==> src/rtl/alu_arb_pkg.sv <==
// rtl/alu_arb_pkg.sv - shared types and defaults for the ALU share arbiter
package alu_arb_pkg;

  typedef enum logic [1:0] {
    ST_IDLE  = 2'd0,
    ST_ISSUE = 2'd1,
    ST_WAIT  = 2'd2,
    ST_RESP  = 2'd3
  } arb_state_e;

  localparam int DEF_OP_WIDTH       = 4;
  localparam int DEF_TIMEOUT_CYCLES = 64;

endpackage

==> src/rtl/mux_2to1.sv <==
// rtl/mux_2to1.sv - parameterised 2:1 data mux
module mux_2to1 #(
  parameter int W = 32
) (
  input  logic [W-1:0] d0_i,
  input  logic [W-1:0] d1_i,
  input  logic         s_i,
  output logic [W-1:0] y_o
);

  assign y_o = s_i ? d1_i : d0_i;

endmodule

==> src/rtl/rr_arb2.sv <==
// rtl/rr_arb2.sv - two-request round-robin winner select (combinational)
module rr_arb2 (
  input  logic [1:0] req_i,
  input  logic       grant_id_i,
  output logic       any_o,
  output logic       winner_o
);

  assign any_o = |req_i;

  // Under contention the port that did not win last time goes next.
  assign winner_o = (req_i == 2'b11) ? ~grant_id_i : req_i[1];

endmodule

==> src/rtl/alu_share_arbiter.sv <==
// rtl/alu_share_arbiter.sv - shares one multi-cycle ALU between two requesters
// Optional WAIT watchdog with error response: define ALU_ARB_TIMEOUT_EN.
module alu_share_arbiter
  import alu_arb_pkg::*;
#(
  parameter int DATA_WIDTH     = 32,
  parameter int OP_WIDTH       = DEF_OP_WIDTH,
  parameter int TIMEOUT_CYCLES = DEF_TIMEOUT_CYCLES
) (
  input  logic                  clk,
  input  logic                  rst_n,
  input  logic [1:0]            req_valid,
  output logic [1:0]            req_ready,
  input  logic [DATA_WIDTH-1:0] req_a0,
  input  logic [DATA_WIDTH-1:0] req_b0,
  input  logic [DATA_WIDTH-1:0] req_a1,
  input  logic [DATA_WIDTH-1:0] req_b1,
  input  logic [OP_WIDTH-1:0]   req_op0,
  input  logic [OP_WIDTH-1:0]   req_op1,
  output logic                  alu_start,
  output logic [DATA_WIDTH-1:0] alu_a,
  output logic [DATA_WIDTH-1:0] alu_b,
  output logic [OP_WIDTH-1:0]   alu_op,
  input  logic                  alu_done,
  input  logic [DATA_WIDTH-1:0] alu_result,
  output logic [1:0]            rsp_valid,
  input  logic [1:0]            rsp_ready,
  output logic [DATA_WIDTH-1:0] rsp_data,
  output logic                  rsp_err,
  output logic                  grant_id
);

  arb_state_e            state_q;
  logic                  grant_q;
  logic                  alu_start_q;
  logic [DATA_WIDTH-1:0] alu_a_q;
  logic [DATA_WIDTH-1:0] alu_b_q;
  logic [OP_WIDTH-1:0]   alu_op_q;
  logic [1:0]            rsp_valid_q;
  logic [DATA_WIDTH-1:0] rsp_data_q;

  logic                  any_req;
  logic                  winner;
  logic [DATA_WIDTH-1:0] sel_a;
  logic [DATA_WIDTH-1:0] sel_b;
  logic [OP_WIDTH-1:0]   sel_op;

`ifdef ALU_ARB_TIMEOUT_EN
  localparam int TMO_W = (TIMEOUT_CYCLES > 1) ? $clog2(TIMEOUT_CYCLES) : 1;
  localparam logic [TMO_W-1:0] TMO_LAST = TMO_W'(TIMEOUT_CYCLES - 1);
  logic [TMO_W-1:0] tmo_cnt_q;
  logic             rsp_err_q;
  assign rsp_err = rsp_err_q;
`else
  assign rsp_err = 1'b0;
`endif

  rr_arb2 u_rr_arb2 (
    .req_i      (req_valid),
    .grant_id_i (grant_q),
    .any_o      (any_req),
    .winner_o   (winner)
  );

  mux_2to1 #(.W(DATA_WIDTH)) u_mux_a (.d0_i(req_a0),  .d1_i(req_a1),  .s_i(winner), .y_o(sel_a));
  mux_2to1 #(.W(DATA_WIDTH)) u_mux_b (.d0_i(req_b0),  .d1_i(req_b1),  .s_i(winner), .y_o(sel_b));
  mux_2to1 #(.W(OP_WIDTH))   u_mux_op(.d0_i(req_op0), .d1_i(req_op1), .s_i(winner), .y_o(sel_op));

  // Accept is combinational so the winner sees ready in the cycle it is chosen.
  always_comb begin
    req_ready = 2'b00;
    if (rst_n && (state_q == ST_IDLE) && any_req) begin
      req_ready = winner ? 2'b10 : 2'b01;
    end
  end

  always_ff @(posedge clk or negedge rst_n) begin
    if (!rst_n) begin
      state_q     <= ST_IDLE;
      grant_q     <= 1'b1;
      alu_start_q <= 1'b0;
      alu_a_q     <= '0;
      alu_b_q     <= '0;
      alu_op_q    <= '0;
      rsp_valid_q <= 2'b00;
      rsp_data_q  <= '0;
`ifdef ALU_ARB_TIMEOUT_EN
      tmo_cnt_q   <= '0;
      rsp_err_q   <= 1'b0;
`endif
    end else begin
      alu_start_q <= 1'b0;
      case (state_q)
        ST_IDLE: begin
          if (any_req) begin
            alu_a_q     <= sel_a;
            alu_b_q     <= sel_b;
            alu_op_q    <= sel_op;
            grant_q     <= winner;
            alu_start_q <= 1'b1;
            state_q     <= ST_ISSUE;
          end
        end
        ST_ISSUE: begin
`ifdef ALU_ARB_TIMEOUT_EN
          tmo_cnt_q <= '0;
`endif
          state_q <= ST_WAIT;
        end
        ST_WAIT: begin
          if (alu_done) begin
            rsp_data_q  <= alu_result;
            rsp_valid_q <= grant_q ? 2'b10 : 2'b01;
            state_q     <= ST_RESP;
`ifdef ALU_ARB_TIMEOUT_EN
            rsp_err_q   <= 1'b0;
          end else if (tmo_cnt_q == TMO_LAST) begin
            rsp_data_q  <= '0;
            rsp_err_q   <= 1'b1;
            rsp_valid_q <= grant_q ? 2'b10 : 2'b01;
            state_q     <= ST_RESP;
          end else begin
            tmo_cnt_q <= tmo_cnt_q + 1'b1;
`endif
          end
        end
        ST_RESP: begin
          if (rsp_ready[grant_q]) begin
            rsp_valid_q <= 2'b00;
`ifdef ALU_ARB_TIMEOUT_EN
            rsp_err_q   <= 1'b0;
`endif
            state_q     <= ST_IDLE;
          end
        end
        default: state_q <= ST_IDLE;
      endcase
    end
  end

  assign alu_start = alu_start_q;
  assign alu_a     = alu_a_q;
  assign alu_b     = alu_b_q;
  assign alu_op    = alu_op_q;
  assign rsp_valid = rsp_valid_q;
  assign rsp_data  = rsp_data_q;
  assign grant_id  = grant_q;

endmodule
==> config.mk <==
export PLATFORM = sky130hd
export DESIGN_NAME = alu_share_arbiter
export DESIGN_NICKNAME = d
export VERILOG_FILES = /design/src/rtl/alu_arb_pkg.sv /design/src/rtl/mux_2to1.sv /design/src/rtl/rr_arb2.sv /design/src/rtl/alu_share_arbiter.sv
export SDC_FILE = /design/constraint.sdc
export NUM_CORES = 1
export LEC_CHECK = 0
export CELL_PAD_IN_SITES_DETAIL_PLACEMENT = 1
export CELL_PAD_IN_SITES_GLOBAL_PLACEMENT = 1
export CORE_ASPECT_RATIO = 0.75
export CORE_MARGIN = 8
export CORE_UTILIZATION = 28
export DETAILED_ROUTE_END_ITERATION = 10
export GPL_ROUTABILITY_DRIVEN = 0
export GPL_TIMING_DRIVEN = 0
export PLACE_DENSITY = 0.88
export SLEW_MARGIN = 20
export SYNTH_ARGS = -nofsm -noshare
export SYNTH_HDL_FRONTEND = slang
export SYNTH_SLANG_ARGS = --single-unit
==> constraint.sdc <==
create_clock -name clk -period 1.75 [get_ports clk]
set_input_delay 0.2625 -clock clk [delete_from_list [all_inputs] [get_ports clk]]
set_output_delay 0.2625 -clock clk [all_outputs]
set_load 0.05 [all_outputs]
# Word-level counts from Yosys, hierarchy flattened
# Cells that the tools add are included.
# op_classes
n_reduce_logical	9
eq_ne	7
n_mux	17
bitwise_logic	1
n_lt_le_gt_ge	1
# ops
cell	n
$mux W32	2
$mux W2	7
$pmux W2 S4	1
$eq A2 B2 Y1 const B	3
$ne A2 B2 Y1 const B	3
$reduce_and A3 Y1	2
$mux W1	5
$mux W4	1
$pmux W2 S2	1
$reduce_and A2 Y1	2
$eq A2 B1 Y1 const B	1
$logic_and A1 B1 Y1	2
$logic_not A2 Y1	1
$lt A1 B2 Y1 const B	1
$reduce_bool A2 Y1	1
$reduce_or A2 Y1	1
$not A1 Y1	1
# totals
word_cells	43
output_inout_bits	107
inputBits	175
ff_bits	106

# Logic depth before layout (Yosys ltp)
# depth
word_depth	4
mapped_depth	8
ltp_nobuf	5

# By module
# Synthesis repeated with hierarchy kept, for this count alone.
# hier_totals
hier_cells	326
hier_area_um2	5200.0
# modules_own_cells
mod	seq_area_each_um2	n_inst	cells_each	area_each_um2
alu_share_arbiter	2653.8	1	248	4052.6
mux_2to1 (u_mux_a ...)	0.0	2	36	544.3
mux_2to1 (u_mux_op)	0.0	1	4	45.0
rr_arb2	0.0	1	2	13.8

# Worst setup path after synthesis
# No wires, ideal clock.
# synth_path
path_kind	register to output
startpoint	reg grant_q, in the netlist grant_id
endpoint	out req_ready[0]
slack_ps	-185
arrival_time_ps	1672
path_buffers	2
required_time_ps	1487
path_stages_with_launch	5
path_cell_list	dfstp_2 > a21bo_2 > buf_6 > buf_8 > and3_1
# synth_between
elab_chain_len	4
# synth_lines
item	line	rtl
from (decl)	alu_share_arbiter.sv:34	logic grant_q;
from (signal assigned)	alu_share_arbiter.sv:99	grant_q <= winner;
$not A1 Y1	rr_arb2.sv:12	assign winner_o = (req_i == 2'b11) ? ~grant_id_i : req_i[1];
$mux W1	rr_arb2.sv:12	
$mux W2	alu_share_arbiter.sv:73	req_ready = winner ? 2'b10 : 2'b01;
$mux W2	alu_share_arbiter.sv:72	if (rst_n && (state_q == ST_IDLE) && any_req) begin
to (decl)	alu_share_arbiter.sv:13	output logic [1:0] req_ready,
# No other way between the ends.

# Worst setup path after layout
# layout_path
startpoint	reg state_q[0]
endpoint	out req_ready[0]
# layout_between
elab_chain_len	4
# layout_lines
item	line	rtl
from (decl)	alu_share_arbiter.sv:33	arb_state_e state_q;
from (signal assigned)	alu_share_arbiter.sv:79	state_q <= ST_IDLE;
from (signal assigned)	alu_share_arbiter.sv:101	state_q <= ST_ISSUE;
from (signal assigned)	alu_share_arbiter.sv:108	state_q <= ST_WAIT;
$logic_not A2 Y1	alu_share_arbiter.sv:72	
$logic_and A1 B1 Y1 (2 in series)	alu_share_arbiter.sv:72	
$mux W2	alu_share_arbiter.sv:72	
# No other way between the ends.

==> results.cfg <==
[yosys]
synth_cell_types = 26
syn-instance-count = 400
synth_top_area_share_pct = 55.9
yosysWarnings = 0
syn_avg_cell_area_um2 = 11.8
synth_area_leader_cell = dfrtp_1
netlist_area_um2 = 4700
syn-num-nets = 578
synth-seq-cells = 106
ys_top_cells_by_area = dfrtp_1 (56%), mux2i_1 (15%), mux2_2 (7.9%), o21ai_0 (7.6%), nand2_1 (5.7%)
ys_seq_area_share_pct = 56.4

[routing]
wl_per_cell_um = 20.8
dr.pass1.iters = 4
viasPerCell = 4.59
drcViolationCount = 0
drt_iter0_drc = 125
antenna_left = 0
wirelength_um = 19200
vias = 4237

[global_route]
first_global_vias = 4980
overflow = 0
grt_pass1_wl_um = 29200
antenna_found_initial = 0
grt_max_degree = 58
grt_usage_pct = 17.5

[clock_tree]
cts_sinks = 106
h-tree-depth = 3
tritoncts = yes
worst_skew_pair.late_latency_ps = 340
clk_path_buf_depth = 2
clockRootBuffer = clkbuf_16
clk_pin_slew_ps = 70
cts_buffers = 9

[cells_and_area]
final_cell_mix = clkdlybuf4s50_1 (171), dfrtp_1 (105), dlygate4sd2_1 (105), nand2_1 (70), o21ai_0 (70)
finalNonFillerCells = 923
synthToLayoutAreaGrowth_pct = 72.9
drive_gt1_share_pct = 14.1
fin_nets = 881
mostFrequentLayoutCell = clkdlybuf4s50_1
diodes = 0

[setup_path]
critPathRequiredTime_ps = 1490
crit_path_max_incr_delay_ps = 400
r2r-end = state_q[1]$_DFFE_PN0P_
endpoint_kind = primary output
crit_path_frequent_cell = buf_8
reg2reg_slack_ps = 100
worstSetupPathType = flip-flop to primary output
crit_arrival_ps = 1560
crit_chain = inv_2, ha_4, o21ai_4, buf_8, clkinv_4, and3_4, buf_8
crit_fanout = 4
cpMaxStageDelayCell = dfrtp_1
crit_path_start_kind = flip-flop
r2r_start = state_q[0]$_DFFE_PN0P_
r2r_cells = 6

[outcome]
status = finished with violations
violations = hold timing, setup timing

[sta]
max_slew_margin_pct = 61.4
rsz0062_at_grt = true
setup_viol = 2
finalClockSkew_ps = 5.88
finalHoldViolCount = 48
timing.fmax_mhz = 547
min_period_over_period_pct = 104
tightest_slew_ps = 582
maxSlewViolCount = 0
finalCriticalPeriod_ps = 1830
hold_ws_ps = -139
worst_slack_ps = -77.3

[power_and_ir_drop]
power_density_nw_per_um2 = 1930
power_leakage_nw = 3.91
p_total_mw = 15.7
ir_drop_v = 0.00129

[min_path]
hold_path.class = input pin to async pin

[die]
row_count = 41
die-area_um2 = 21200
initial_core_util_pct = 28.3
core_area_um2 = 16600
boundaryPins = 282
die_w_um = 166
dieHeight_um = 128

[run]
maxCapViolCount = 0

[place]
dpl.cell_count = 896
hpwl_um = 15500
portBuffers = 280
==> Yosys cell counts <==
| cell type | count |
|---|---|
| nand3_1 | 3 |
| inv_1 | 3 |
| dfstp_2 | 1 |
| clkbuf_1 | 9 |
| buf_1 | 1 |
| dfrtp_1 | 105 |
| mux2_2 | 33 |
| mux2i_1 | 69 |
| nor2b_1 | 1 |
| o311ai_0 | 1 |
| conb_1 | 1 |
| a21oi_1 | 1 |
| a221oi_2 | 1 |
| a2bb2oi_1 | 1 |
| nand2_1 | 71 |
| ha_1 | 3 |
| nor2_1 | 4 |
| buf_8 | 7 |
| o211ai_1 | 1 |
| buf_4 | 1 |
| a21bo_2 | 1 |
| and3_1 | 1 |
| a31oi_1 | 1 |
| buf_6 | 2 |
| buf_2 | 7 |
| o21ai_0 | 71 |
==> worst max-delay path: cells and delay by family (launching register included) <==
family	cells	cell delay, ps
buffers and inverters	4	410
flip-flops	1	400
AND/OR/NAND/NOR	1	180
adder cells (fa/ha/maj)	1	150
AO/OA/AOI/OAI	1	80
==> cell type report <==
type	count	area (um^2)
Tap cell	215	269
Inverter	3	16.3
Clock buffer	12	256
Clock inverter	4	33.8
Multi-Input combinational cell	264	1880
Timing Repair Buffer	294	2800
Sequential cell	106	2650
Fill cell	1815	8490
Buffer	25	216
==> worst max path at each step <==
stage                                start           end
finish              state_q[0]$_DFFE_PN0P_  req_ready[0]
global route        state_q[0]$_DFFE_PN0P_  req_ready[0]
CTS                 state_q[1]$_DFFE_PN0P_  req_ready[0]
detailed placement            req_valid[1]  req_ready[0]
global placement                     rst_n  req_ready[0]
floorplan             grant_id$_DFFE_PN1P_  req_ready[0]
==> layer usage <==
layer / vias to the layer above / GRT usage [%] / routed length (um)
met5: - / 0 / 0
met4: 0 / 2.43 / 131
met3: 11 / 8.43 / 1850
met2: 188 / 31.8 / 9790
met1: 2049 / 18.5 / 7380
li1: 1989 / - / -
==> what timing repair did <==
item / CTS / global route
pin swaps: 1 / 4
hold endpoints to repair: 48 / 48
gates resized for setup: 144 / 12
endpoints found under the setup margin: 180 / 51
buffers inserted: 7 / 6
==> power by group <==
part           internal (mW)  switching (mW)
logic                   2.84            6.60
clock network           1.06           0.908
registers               3.67           0.656
total                   7.56            8.16
==> state kept, by name, summed over array words and instances, names as in the netlist <==
register   cells
grant_id       1
rsp_data      32
alu_a         32
rsp_valid      2
alu_op         4
alu_b         32
alu_start      1
state_q        2
==> per-stage QoR <==
| stage | setup slack, ps | cell area [um^2] | util [%] | hold WS [ps] | setup TNS [ps] |
|---|---|---|---|---|---|
| after floorplan | -68.8 | 4710 | - | -33.1 | -68.8 |
| after global routing | -144 | 8130 | 48.9 | -117 | -219 |
| final | -77.3 | 8130 | 48.9 | -139 | -78.5 |
| after CTS | -170 | 8090 | 48.7 | -130 | -196 |
| after detailed placement | -932 | 7810 | 47.0 | 242 | -18000 |
| after global placement | -4240 | 7780 | 46.8 | 464 | -393580 |
==> cells by family (layout without fill, tap and decap cells) <==
| family | Yosys count | count (layout) | synth area share (%) |
|---|---|---|---|
| flip-flops | 106 | 106 | 56.4 |
| buffers and inverters | 30 | 338 | 4.66 |
| other | 1 | 1 | 0.0798 |
| multiplexers | 102 | 102 | 22.6 |
| AND/OR/NAND/NOR | 80 | 80 | 6.57 |
| adder cells (fa/ha/maj) | 3 | 3 | 0.798 |
| AO/OA/AOI/OAI | 78 | 78 | 8.86 |
(Power assumes the default switching activity.)
